**src/rtl/timer_apb_regs_if.sv**
```systemverilog
// APB bus bundle between the system bus master and the timer register front-end.
//   psel/penable/pwrite/paddr/pwdata : master -> slave request
//   prdata/pready/pslverr            : slave -> master response
interface timer_apb_regs_if;
    localparam int unsigned ADDR_W = 8;
    localparam int unsigned DATA_W = 8;

    logic              psel;
    logic              penable;
    logic              pwrite;
    logic [ADDR_W-1:0] paddr;
    logic [DATA_W-1:0] pwdata;
    logic [DATA_W-1:0] prdata;
    logic              pready;
    logic              pslverr;

    modport master (
        output psel, penable, pwrite, paddr, pwdata,
        input  prdata, pready, pslverr
    );

    modport slave (
        input  psel, penable, pwrite, paddr, pwdata,
        output prdata, pready, pslverr
    );
endinterface

```
**src/rtl/timer_apb_regs.sv**
```systemverilog
// APB slave register front-end for the 8-bit timer.
// Ports:
//   clk, rst_n        clock, asynchronous active-low reset
//   apb               APB slave port (timer_apb_regs_if.slave)
//   start_counter     preload value (TDR)
//   up_down, enable   count direction / enable (TCR[5], TCR[4])
//   cks               prescaler select (TCR[1:0])
//   load              one-cycle load strobe (TCR[7] written as 1)
//   clr_overflow      one-cycle clear strobe (TSR[0] written as 1)
//   clr_underflow     one-cycle clear strobe (TSR[1] written as 1)
//   overflow, underflow, tcnt   live status/count from the counter
// Register map: 0x00 TDR, 0x01 TCR, 0x02 TSR (W1C), 0x03 TCNT (RO), others -> pslverr.
module timer_apb_regs #(
    parameter int unsigned WAIT_STATES = 1
) (
    input  logic                 clk,
    input  logic                 rst_n,
    timer_apb_regs_if.slave      apb,
    output logic [7:0]           start_counter,
    output logic                 up_down,
    output logic                 enable,
    output logic [1:0]           cks,
    output logic                 load,
    output logic                 clr_overflow,
    output logic                 clr_underflow,
    input  logic                 overflow,
    input  logic                 underflow,
    input  logic [7:0]           tcnt
);
    localparam int unsigned DATA_W = 8;
    localparam int unsigned WCNT_W = 2;

    localparam logic [DATA_W-1:0] ADDR_TDR  = 8'h00;
    localparam logic [DATA_W-1:0] ADDR_TCR  = 8'h01;
    localparam logic [DATA_W-1:0] ADDR_TSR  = 8'h02;
    localparam logic [DATA_W-1:0] ADDR_TCNT = 8'h03;

    // Reject wait-state counts the counter cannot hold
    generate
        if (WAIT_STATES > 3) begin : g_ws_check
            $error("timer_apb_regs: WAIT_STATES must be in 0..3");
        end
    endgenerate

    // The APB setup cycle is recognised while idle; ACCESS covers every penable cycle.
    typedef enum logic [0:0] {
        ST_IDLE   = 1'b0,
        ST_ACCESS = 1'b1
    } state_t;

    state_t              state_q, state_d;
    logic [WCNT_W-1:0]   wcnt_q, wcnt_d;

    logic [DATA_W-1:0]   prdata_q, prdata_d;
    logic                pready_q, pready_d;
    logic                pslverr_q, pslverr_d;
    logic [DATA_W-1:0]   tdr_q, tdr_d;
    logic                up_down_q, up_down_d;
    logic                enable_q, enable_d;
    logic [1:0]          cks_q, cks_d;
    logic                load_q, load_d;
    logic                clr_ovf_q, clr_ovf_d;
    logic                clr_udf_q, clr_udf_d;

    logic                complete_c;
    logic                addr_err_c;
    logic [DATA_W-1:0]   rd_mux_c;

    // State, wait counter and all registered outputs
    always_ff @(posedge clk or negedge rst_n) begin
        if (!rst_n) begin
            state_q   <= ST_IDLE;
            wcnt_q    <= '0;
            prdata_q  <= '0;
            pready_q  <= 1'b0;
            pslverr_q <= 1'b0;
            tdr_q     <= '0;
            up_down_q <= 1'b0;
            enable_q  <= 1'b0;
            cks_q     <= '0;
            load_q    <= 1'b0;
            clr_ovf_q <= 1'b0;
            clr_udf_q <= 1'b0;
        end else begin
            state_q   <= state_d;
            wcnt_q    <= wcnt_d;
            prdata_q  <= prdata_d;
            pready_q  <= pready_d;
            pslverr_q <= pslverr_d;
            tdr_q     <= tdr_d;
            up_down_q <= up_down_d;
            enable_q  <= enable_d;
            cks_q     <= cks_d;
            load_q    <= load_d;
            clr_ovf_q <= clr_ovf_d;
            clr_udf_q <= clr_udf_d;
        end
    end

    // Next state: a bus violation inside ACCESS aborts straight back to IDLE
    always_comb begin
        state_d = state_q;
        wcnt_d  = wcnt_q;
        case (state_q)
            ST_IDLE: begin
                if (apb.psel && !apb.penable) begin
                    state_d = ST_ACCESS;
                    wcnt_d  = WCNT_W'(WAIT_STATES);
                end
            end
            ST_ACCESS: begin
                if (!apb.psel || !apb.penable) begin
                    state_d = ST_IDLE;
                end else if (wcnt_q == '0) begin
                    state_d = ST_IDLE;
                end else begin
                    wcnt_d = wcnt_q - WCNT_W'(1);
                end
            end
            default: state_d = ST_IDLE;
        endcase
    end

    // Outputs: response is registered one cycle ahead, writes commit at end of completion
    always_comb begin
        complete_c = (state_q == ST_ACCESS) && apb.psel && apb.penable && (wcnt_q == '0);
        addr_err_c = (apb.paddr > ADDR_TCNT);

        rd_mux_c = '0;
        case (apb.paddr)
            ADDR_TDR:  rd_mux_c = tdr_q;
            ADDR_TCR:  rd_mux_c = {2'b00, up_down_q, enable_q, 2'b00, cks_q};
            ADDR_TSR:  rd_mux_c = {6'b000000, underflow, overflow};
            ADDR_TCNT: rd_mux_c = tcnt;
            default:   rd_mux_c = '0;
        endcase

        // The next cycle is the completion cycle exactly when ACCESS is entered/held with zero waits left
        pready_d  = (state_d == ST_ACCESS) && (wcnt_d == '0);
        prdata_d  = (pready_d && !apb.pwrite) ? rd_mux_c : '0;
        pslverr_d = pready_d && addr_err_c;

        tdr_d     = tdr_q;
        up_down_d = up_down_q;
        enable_d  = enable_q;
        cks_d     = cks_q;
        load_d    = 1'b0;
        clr_ovf_d = 1'b0;
        clr_udf_d = 1'b0;

        if (complete_c && apb.pwrite) begin
            case (apb.paddr)
                ADDR_TDR: tdr_d = apb.pwdata;
                ADDR_TCR: begin
                    load_d    = apb.pwdata[7];
                    up_down_d = apb.pwdata[5];
                    enable_d  = apb.pwdata[4];
                    cks_d     = apb.pwdata[1:0];
                end
                ADDR_TSR: begin
                    clr_ovf_d = apb.pwdata[0];
                    clr_udf_d = apb.pwdata[1];
                end
                default: ;
            endcase
        end
    end

    assign apb.prdata    = prdata_q;
    assign apb.pready    = pready_q;
    assign apb.pslverr   = pslverr_q;
    assign start_counter = tdr_q;
    assign up_down       = up_down_q;
    assign enable        = enable_q;
    assign cks           = cks_q;
    assign load          = load_q;
    assign clr_overflow  = clr_ovf_q;
    assign clr_underflow = clr_udf_q;
endmodule

```
**src/flat_wrapper.sv**
```systemverilog
// flat-port wrapper written by rule: the top's interface ports become plain ports
module timer_apb_regs_flat 
#(
    parameter int unsigned WAIT_STATES = 1
)
  (clk, rst_n, start_counter, up_down, enable, cks, load, clr_overflow, clr_underflow, overflow, underflow, tcnt, apb_psel, apb_penable, apb_pwrite, apb_paddr, apb_pwdata, apb_prdata, apb_pready, apb_pslverr);
  timer_apb_regs_if apb_i ();
  input  logic clk;
  input  logic rst_n;
  output logic [7:0] start_counter;
  output logic up_down;
  output logic enable;
  output logic [1:0] cks;
  output logic load;
  output logic clr_overflow;
  output logic clr_underflow;
  input  logic overflow;
  input  logic underflow;
  input  logic [7:0] tcnt;
  input wire logic [$bits(apb_i.psel)-1:0] apb_psel;
  input wire logic [$bits(apb_i.penable)-1:0] apb_penable;
  input wire logic [$bits(apb_i.pwrite)-1:0] apb_pwrite;
  input wire logic [$bits(apb_i.paddr)-1:0] apb_paddr;
  input wire logic [$bits(apb_i.pwdata)-1:0] apb_pwdata;
  output wire logic [$bits(apb_i.prdata)-1:0] apb_prdata;
  output wire logic [$bits(apb_i.pready)-1:0] apb_pready;
  output wire logic [$bits(apb_i.pslverr)-1:0] apb_pslverr;
  assign apb_i.psel = apb_psel;
  assign apb_i.penable = apb_penable;
  assign apb_i.pwrite = apb_pwrite;
  assign apb_i.paddr = apb_paddr;
  assign apb_i.pwdata = apb_pwdata;
  assign apb_prdata = apb_i.prdata;
  assign apb_pready = apb_i.pready;
  assign apb_pslverr = apb_i.pslverr;
  timer_apb_regs #(.WAIT_STATES(WAIT_STATES)) u_core (.clk(clk), .rst_n(rst_n), .apb(apb_i), .start_counter(start_counter), .up_down(up_down), .enable(enable), .cks(cks), .load(load), .clr_overflow(clr_overflow), .clr_underflow(clr_underflow), .overflow(overflow), .underflow(underflow), .tcnt(tcnt));
endmodule
```
**config.mk**
```make
export PLATFORM = sky130hd
export DESIGN_NAME = timer_apb_regs_flat
export DESIGN_NICKNAME = d
export VERILOG_FILES = /design/src/rtl/timer_apb_regs_if.sv /design/src/rtl/timer_apb_regs.sv /design/src/flat_wrapper.sv
export SDC_FILE = /design/constraint.sdc
export NUM_CORES = 1
export LEC_CHECK = 0
export BUFFER_PORTS_ARGS = -buffer_cell sky130_fd_sc_hd__buf_2
export CORE_MARGIN = 2
export CORE_UTILIZATION = 45
export DETAILED_ROUTE_END_ITERATION = 12
export HOLD_SLACK_MARGIN = 0.06
export MAX_ROUTING_LAYER = met4
export PLACE_DENSITY = 0.73
export SLEW_MARGIN = 0
export SYNTH_ARGS = -nofsm -noshare
export SYNTH_HDL_FRONTEND = slang
export SYNTH_SLANG_ARGS = --single-unit
```
**constraint.sdc**
```tcl
create_clock -name clk -period 2.15 [get_ports clk]
set_input_delay 0.645 -clock clk [delete_from_list [all_inputs] [get_ports clk]]
set_output_delay 0.645 -clock clk [all_outputs]
set_load 0.02 [all_outputs]
```
==> PnR_summary.wiki, run 1 <==
{| class="wikitable"
! Metric !! Value
|-
| Post-layout power || just under 1000 uW
|-
| Final critical-path required period || between 1.5 and 2 ns
|-
| Relative contribution of sequential cells to total power || between 50 and 60%
|-
| Antenna violations before repair || 0
|-
| List of cells traversed by the critical path || buf_2 -> or4_4 -> nor4_4 -> buf_12 -> mux2_4
|-
| Core Area || 2760 um2
|-
| Placed cell areas || between 1500 and 2000 um2
|-
| Buffer cell driving the clock tree root || clkbuf_4
|-
| Count of flip-flops with a built-in enable after synthesis || 0
|-
| Post-CTS Setup Repair Bufs || 0
|-
| Fraction of the yosys area taken by sequential cells || a little over half
|-
| Required time at the worst-slack endpoint || 2.37 ns
|-
| Worst-margin pin slew || 0.610 ns
|-
| Gates resized, CTS repair || 0
|-
| Top cell type's share of synthesized area || a little over half
|-
| Chip width || between 50 and 60 um
|-
| Floorplan die height || 57.9 um
|-
| Die footprint || 3350 um2
|-
| Detailed-route wire length || ~2900 um
|-
| Total clock buffers created by CTS || 3
|-
| Run status || finished clean
|-
| Num Clock Sinks || 28
|-
| Worst vdd ir || 0.000331 V
|-
| Max Clock Freq || 538 MHz
|-
| Internal cell power || 764 uW
|-
| Iter 0 DRT Violations || 23
|-
| Clock skew || between 0.003 and 0.004 ns
|-
| Number of H-tree levels || 1
|-
| Post-synthesis instance total || 97
|-
| Synthesized area per cell || around 13 um2
|-
| Critical setup path kind || primary input to register
|-
| Hold Vio Cnt, Final || 0
|-
| Classification of the worst-slack hold path || primary input to asynchronous set/reset pin
|-
| Switching Fraction || 21.3%
|-
| # rows || 19
|-
| Filler cells || ~230
|-
| Post-route design area || ~1700 um2
|-
| Aggregate global-route resource usage || roughly a fifth
|-
| Clock slew at the register clock pins of the worst setup and hold paths || ~0.15 ns
|-
| Largest stage delay, worst path || around 0.56 ns
|-
| Post-Syn Nets || around 130
|-
| Largest net degree at the start of global routing || 29
|-
| Number of top-level pins || 56
|-
| Top flip-flop cell by instance count after synthesis || dfrtp_1
|-
| Top cells by area, synth || dfrtp_1, mux2_4, mux4_1
|-
| Library cell contributing the largest single delay on the critical path || or4_4
|-
| Total of endpoints with negative setup slack in the final report || 0
|-
| Clock group share of total power || a little over a third
|-
| Psw || 207 uW
|-
| Vias in the first global route || approximately 1,000
|-
| Period utilization || 86.5%
|-
| Synthesis-stage register bit count || 28
|-
| Pins Over Slew Limit || 0
|-
| Fraction of final layout cells sized beyond drive strength 1 || ~52%
|-
| Post-Synthesis Cell Area || ~1300 um2
|-
| Hold buffer count at CTS || 0
|-
| Data arrival time of the critical path || approximately 2.1 ns
|-
| Synth warn || 0
|-
| Worst Setup End Kind || register
|-
| Drt wl/cell || 15.5 um
|-
| Launch point of the worst reg-to-reg path || u_core.wcnt_q[1]
|-
| Worst Reg-to-Reg Cells || 4
|-
| Remaining routing DRC violations || 0
|-
| Maximum number of buffers from clock root to sink || 2
|-
| Share of flip-flops with an asynchronous set or reset || between 90% and 100%
|-
| Cell accounting for the most synthesized area || dfrtp_1
|-
| Leak Pwr || roughly 0.0009 uW
|-
| Comb power frac || about a tenth
|-
| # diodes || 0
|-
| Vias after detailed routing || between 1,000 and 1,500
|-
| Max transition margin || 59.3%
|-
| Number of unique standard cell types used by synthesis || 33
|-
| Initial cell density of the core || 47.4%
|-
| Unrepaired setup endpoints after global routing || no
|-
| First-pass GRT wire length || around 4900 um
|-
| Placer Congestion || between 0.8 and 0.9
|-
| FF/Latch Area || between 700 and 800 um2
|-
| Count of input and output buffers || 55
|-
| CP Launch Type || primary input
|-
| Cell area power density || about 570 nW/um2
|-
| CTS tree || yes
|-
| Overflow after GRT || 0
|-
| Total area of multi-input combinational cells || roughly 570 um2
|-
| Number of vias per cell after detailed routing || around 5.4
|-
| Post-DRT Antenna Nets || 0
|-
| Maximum capacitance violations || 0
|-
| P&R area growth vs syn || 30.7%
|-
| Setup crit start || apb_paddr[2]
|-
| Number of iterations in the first detailed-routing pass || 4
|-
| CP Max Fanout || 8
|-
| Clock latency on the worst-skew pair || around 0.32 ns
|-
| Number of nets in the finished design || 190
|}
## critical path, delay by kind of cell
kind,cells,cell delay (ns)
buffers and inverters,2,0.29
multiplexers,1,0.30
AND/OR/NAND/NOR,2,0.84
## cells by family after synthesis
family,count (synthesis),synth area share [%]
muxes,16,18.2
DFF,28,53.6
and+or+nand+nor,33,18.1
buffers and inverters,6,2.59
AOI/OAI and AO/OA,14,7.47
## state kept, by name, indices dropped and copies added, names as in the netlist
signal,count
u_core.cks,2
u_core.wcnt_q,2
u_core.clr_overflow,1
u_core.up_down,1
u_core.enable,1
u_core.apb.pslverr,1
u_core.state_q,1
u_core.load,1
u_core.apb.prdata,8
u_core.clr_underflow,1
u_core.start_counter,8
u_core.apb.pready,1
## stage by stage
stage | setup slack (ns) | hold slack [ns] | setup TNS (ns) | utilization [%] | instances
after floorplan | -0.0766 | 0.349 | -0.613 | - | 97
after global routing | 0.241 | 0.337 | 0 | 61.9 | 189
after detailed placement | -0.0606 | 0.516 | -0.559 | 60.0 | 185
after CTS | 0.296 | 0.327 | 0 | 61.9 | 189
final | 0.290 | 0.306 | 0 | 61.9 | 189
after global placement | -0.0344 | 0.489 | -0.357 | 60.0 | 185
## layout by cell type (no fill, tap or decap), drive strengths merged
| cell type | count |
|---|---|
| a21boi | 2 |
| a21oi | 1 |
| a22oi | 5 |
| a2bb2oi | 2 |
| and2 | 4 |
| and4b | 2 |
| buf | 62 |
| bufinv | 1 |
| clkbuf | 3 |
| dfrtp | 28 |
| inv | 1 |
| mux2 | 12 |
| mux2i | 2 |
| mux4 | 2 |
| nand2 | 3 |
| nand3b | 1 |
| nand4 | 2 |
| nand4b | 1 |
| nor2 | 4 |
| nor3 | 6 |
| nor3b | 3 |
| nor4 | 3 |
| o211ai | 1 |
| o21ai | 3 |
| or2 | 1 |
| or4 | 1 |
| or4b | 1 |
| or4bb | 1 |
## cell type report
| cell class | count | area share (%) |
|---|---|---|
| sequential | 28 | 41.0 |
| multi-input combinational | 63 | 33.5 |
| timing repair buffer | 62 | 19.9 |
| tap | 31 | 2.27 |
| clock inverter | 1 | 1.76 |
| clock buffer | 3 | 1.32 |
| inverter | 1 | 0.220 |
## synthesized netlist by cell type, drive strengths merged, types with 2 or more instances
cell type,n
mux4,2
clkbuf,3
nand4,2
dfrtp,28
a21boi,2
buf,2
nand2,3
nor3,6
a22oi,5
a2bb2oi,2
o21ai,3
nor3b,3
and4b,2
mux2,12
nor4,3
and2,4
mux2i,2
nor2,4
## power by group through the flow
stage / sequential [uW] / combinational (uW) / clock, uW
floorplan: 546 / 42.1 / 0
global placement: 544 / 90.3 / 0
detailed placement: 545 / 94.5 / 0
CTS: 535 / 95.5 / 351
global route: 536 / 105 / 377
finish: 535 / 94.3 / 342
## worst paths after layout
check	to	slack, ns
max reg2reg	u_core.start_counter[6]	0.33
min	u_core.wcnt_q[0]	0.31
min in group clk	u_core.cks[1]	0.54
max in group asynchronous	u_core.start_counter[2]	1.44
min reg2reg	u_core.cks[1]	0.54
max	u_core.start_counter[6]	0.29
## routing by layer
metal  vias to the layer above  track usage (%)  part of all wire, %
met3                         2             2.90                  4.8
met5                         -                -                    0
met1                       507             23.6                   41
li1                        484                -                    -
met2                        30             34.7                   53
met4                         0             2.99                 0.51
Note: power is estimated with default switching activity, not from simulation.
==> run 2: changes to the inputs <==
BUFFER_PORTS_ARGS = -buffer_cell sky130_fd_sc_hd__clkbuf_2   (was -buffer_cell sky130_fd_sc_hd__buf_2)
REMOVE_ABC_BUFFERS = 1   (was not set)
==> run 2 against run 1 <==
Effect of this change: design area down 1.4%; worst setup slack worse by 0.019 ns; fmax down 0.99%; sequential cell count unchanged; register-to-register slack about the same; non-clock buffer count down 1; die area unchanged; via count down 3.3%; largest power group unchanged; highest routed layer unchanged.
==> PnR_summary.wiki, run 2 (same netlist as run 1, synthesis figures left out) <==
{| class="wikitable"
! Metric !! Value
|-
| Run status || finished clean
|-
| Relative contribution of sequential cells to total power || between 60% and 70%
|-
| Largest net degree at the start of global routing || 29
|-
| Number of vias per cell after detailed routing || around 5.3
|-
| Comb power frac || 10.4%
|-
| # rows || 19
|-
| Detailed-route wire length || 2690 um
|-
| CTS tree || yes
|-
| Antenna violations before repair || 0
|-
| Aggregate global-route resource usage || a little under a fifth
|-
| Remaining routing DRC violations || 0
|-
| CP Max Fanout || 5
|-
| Total clock buffers created by CTS || 3
|-
| Pins Over Slew Limit || 0
|-
| Number of iterations in the first detailed-routing pass || 6
|-
| Die footprint || 3350 um2
|-
| Hold Vio Cnt, Final || 0
|-
| Maximum number of buffers from clock root to sink || 2
|-
| Unrepaired setup endpoints after global routing || no
|-
| Placer Congestion || between 0.8 and 0.9
|-
| Period utilization || approximately 87%
|-
| Iter 0 DRT Violations || 11
|-
| Post-DRT Antenna Nets || 0
|-
| Instance count after placement with tap cells included || between 150 and 200
|-
| Max transition margin || a little under three fifths
|-
| Vias in the first global route || approximately 990
|-
| Hold buffer count at CTS || 0
|-
| Layout Cells excl Fill || 188
|-
| Final critical-path required period || roughly 1.9 ns
|-
| Critical setup path kind || primary input to register
|-
| Worst path bufs/invs || 2
|-
| Post-route setup slack || roughly 0.27 ns
|-
| Num Clock Sinks || 28
|-
| Maximum capacitance violations || 0
|-
| DR WL met3 || between 90 and 100 um
|-
| P&R area growth vs syn || 28.9%
|-
| First-pass GRT wire length || roughly 4500 um
|-
| Post-CTS Setup Repair Bufs || 0
|-
| Worst Setup End Kind || register
|-
| Library cell contributing the largest single delay on the critical path || or4_4
|-
| Clock latency on the worst-skew pair || 0.32 ns
|-
| Psw || 198 uW
|-
| Clock slew at the register clock pins of the worst setup and hold paths || ~0.15 ns
|-
| CP Launch Type || primary input
|-
| Placed cell areas || between 1500 and 2000 um2
|-
| Sum Neg Setup Slack || 0 ns
|-
| Cell area power density || between 500 and 600 nW/um2
|-
| Clock skew || between 0.01 and 0.015 ns
|-
| Leading cell types in the layout, fill and taps excluded || clkbuf_2, dfrtp_1, mux2_4
|-
| Max Clock Freq || approximately 530 MHz
|-
| List of cells traversed by the critical path || clkbuf_2 -> or4_4 -> nor4_2 -> buf_4 -> mux2_1
|-
| Vias after detailed routing || approximately 990
|-
| Worst-margin pin slew || 0.662 ns
|-
| Worst hold slack || between 0.3 and 0.4 ns
|-
| CP top delay family || simple AND/OR/NAND/NOR gates
|-
| Clock group share of total power || 28.6%
|-
| Count of input and output buffers || 55
|-
| Length of routed met2 wiring || 1400 um
|-
| Core Area || roughly 2800 um2
|-
| WL met1 || 1150 um
|-
| Worst vdd ir || between 0.0003 and 0.0004 V
|-
| DP Wirelength || about 2200 um
|-
| Buffer cell driving the clock tree root || clkbuf_4
|-
| Data arrival time of the critical path || 2.09 ns
|-
| Largest stage delay, worst path || 0.56 ns
|-
| Total of endpoints with negative setup slack in the final report || 0
|-
| Leak Pwr || between 0.0008 and 0.0009 uW
|-
| Number of top-level pins || 56
|-
| Initial cell density of the core || a little under half
|-
| Number of nets in the finished design || around 190
|-
| # diodes || 0
|-
| Worst slack, placed || -0.0791 ns
|-
| Number of H-tree levels || 1
|-
| Gates resized, CTS repair || 0
|-
| Fraction of final layout cells sized beyond drive strength 1 || between 50% and 60%
|-
| Post-route design area || approximately 1700 um2
|-
| Highest metal layer with signal wires || met4
|-
| Floorplan die height || 57.9 um
|-
| Internal cell power || approximately 680 uW
|-
| Most common cell after layout, fill and taps aside || clkbuf_2
|-
| Chip width || between 50 and 60 um
|-
| Classification of the worst-slack hold path || primary input to asynchronous set/reset pin
|-
| Drt wl/cell || ~14 um
|-
| Switching Fraction || a little under a quarter
|-
| Required time at the worst-slack endpoint || between 2 and 2.5 ns
|-
| Overflow after GRT || 0
|}
run 2: changes by cell type in the layout (fill, tap and decap cells not counted), sizes merged:
cell | before | now
buf | 62 | 6
bufinv | 1 | 0
clkbuf | 3 | 59
run 2: worst reg2reg max path, cell delays in order (launching register included):
cell and delay [ns]:
dfrtp_1 0.47, or4bb_1 0.54, nor4_2 0.20, buf_4 0.20, mux2_1 0.32
run 2: path summary, 6_finish.rpt:
path	start	endpoint	slack, ns	depth (start not counted)
worst max register to register	u_core.wcnt_q[1]	u_core.cks[1]	0.32	4
worst min register to register	u_core.cks[0]	u_core.cks[0]	0.55	1
max in group asynchronous	rst_n	u_core.apb.pready	1.39	1
worst max-delay path	apb_paddr[2]	u_core.cks[1]	0.27	5
min in group clk	apb_pwdata[6]	u_core.start_counter[6]	0.54	2
worst min-delay path	rst_n	u_core.start_counter[4]	0.32	1
run 2: layout make-up:
type                            count  area [um2]
Fill cell                         246        1070
Clock buffer                        4        36.3
Sequential cell                    28         701
Timing Repair Buffer               61         333
Inverter                            1        3.75
Tap cell                           31        38.8
Multi-Input combinational cell     63         572
run 2: routing by layer:
metal | GRT usage [%] | up-vias
li1 | - | 486
met1 | 23.9 | 472
met2 | 29.7 | 27
met3 | 1.34 | 4
met4 | 7.97 | 0
met5 | - | -
run 2: stage by stage:
stage | util, % | power (uW)
6_report | 61.1 | 876
2_1_floorplan | - | 575
3_5_place_dp | 59.8 | 637
5_1_grt | 61.1 | 922
4_1_cts | 61.1 | 883
3_3_place_gp | 59.8 | 634
run 2: power by group through the flow:
stage / Sequential (uW) / Clock [uW] / Combinational (uW)
after CTS: 535 / 256 / 92.1
after global placement: 544 / 0 / 89.3
after detailed placement: 545 / 0 / 91.8
after global routing: 536 / 284 / 102
final: 535 / 250 / 90.8
after floorplan: 546 / 0 / 29.7
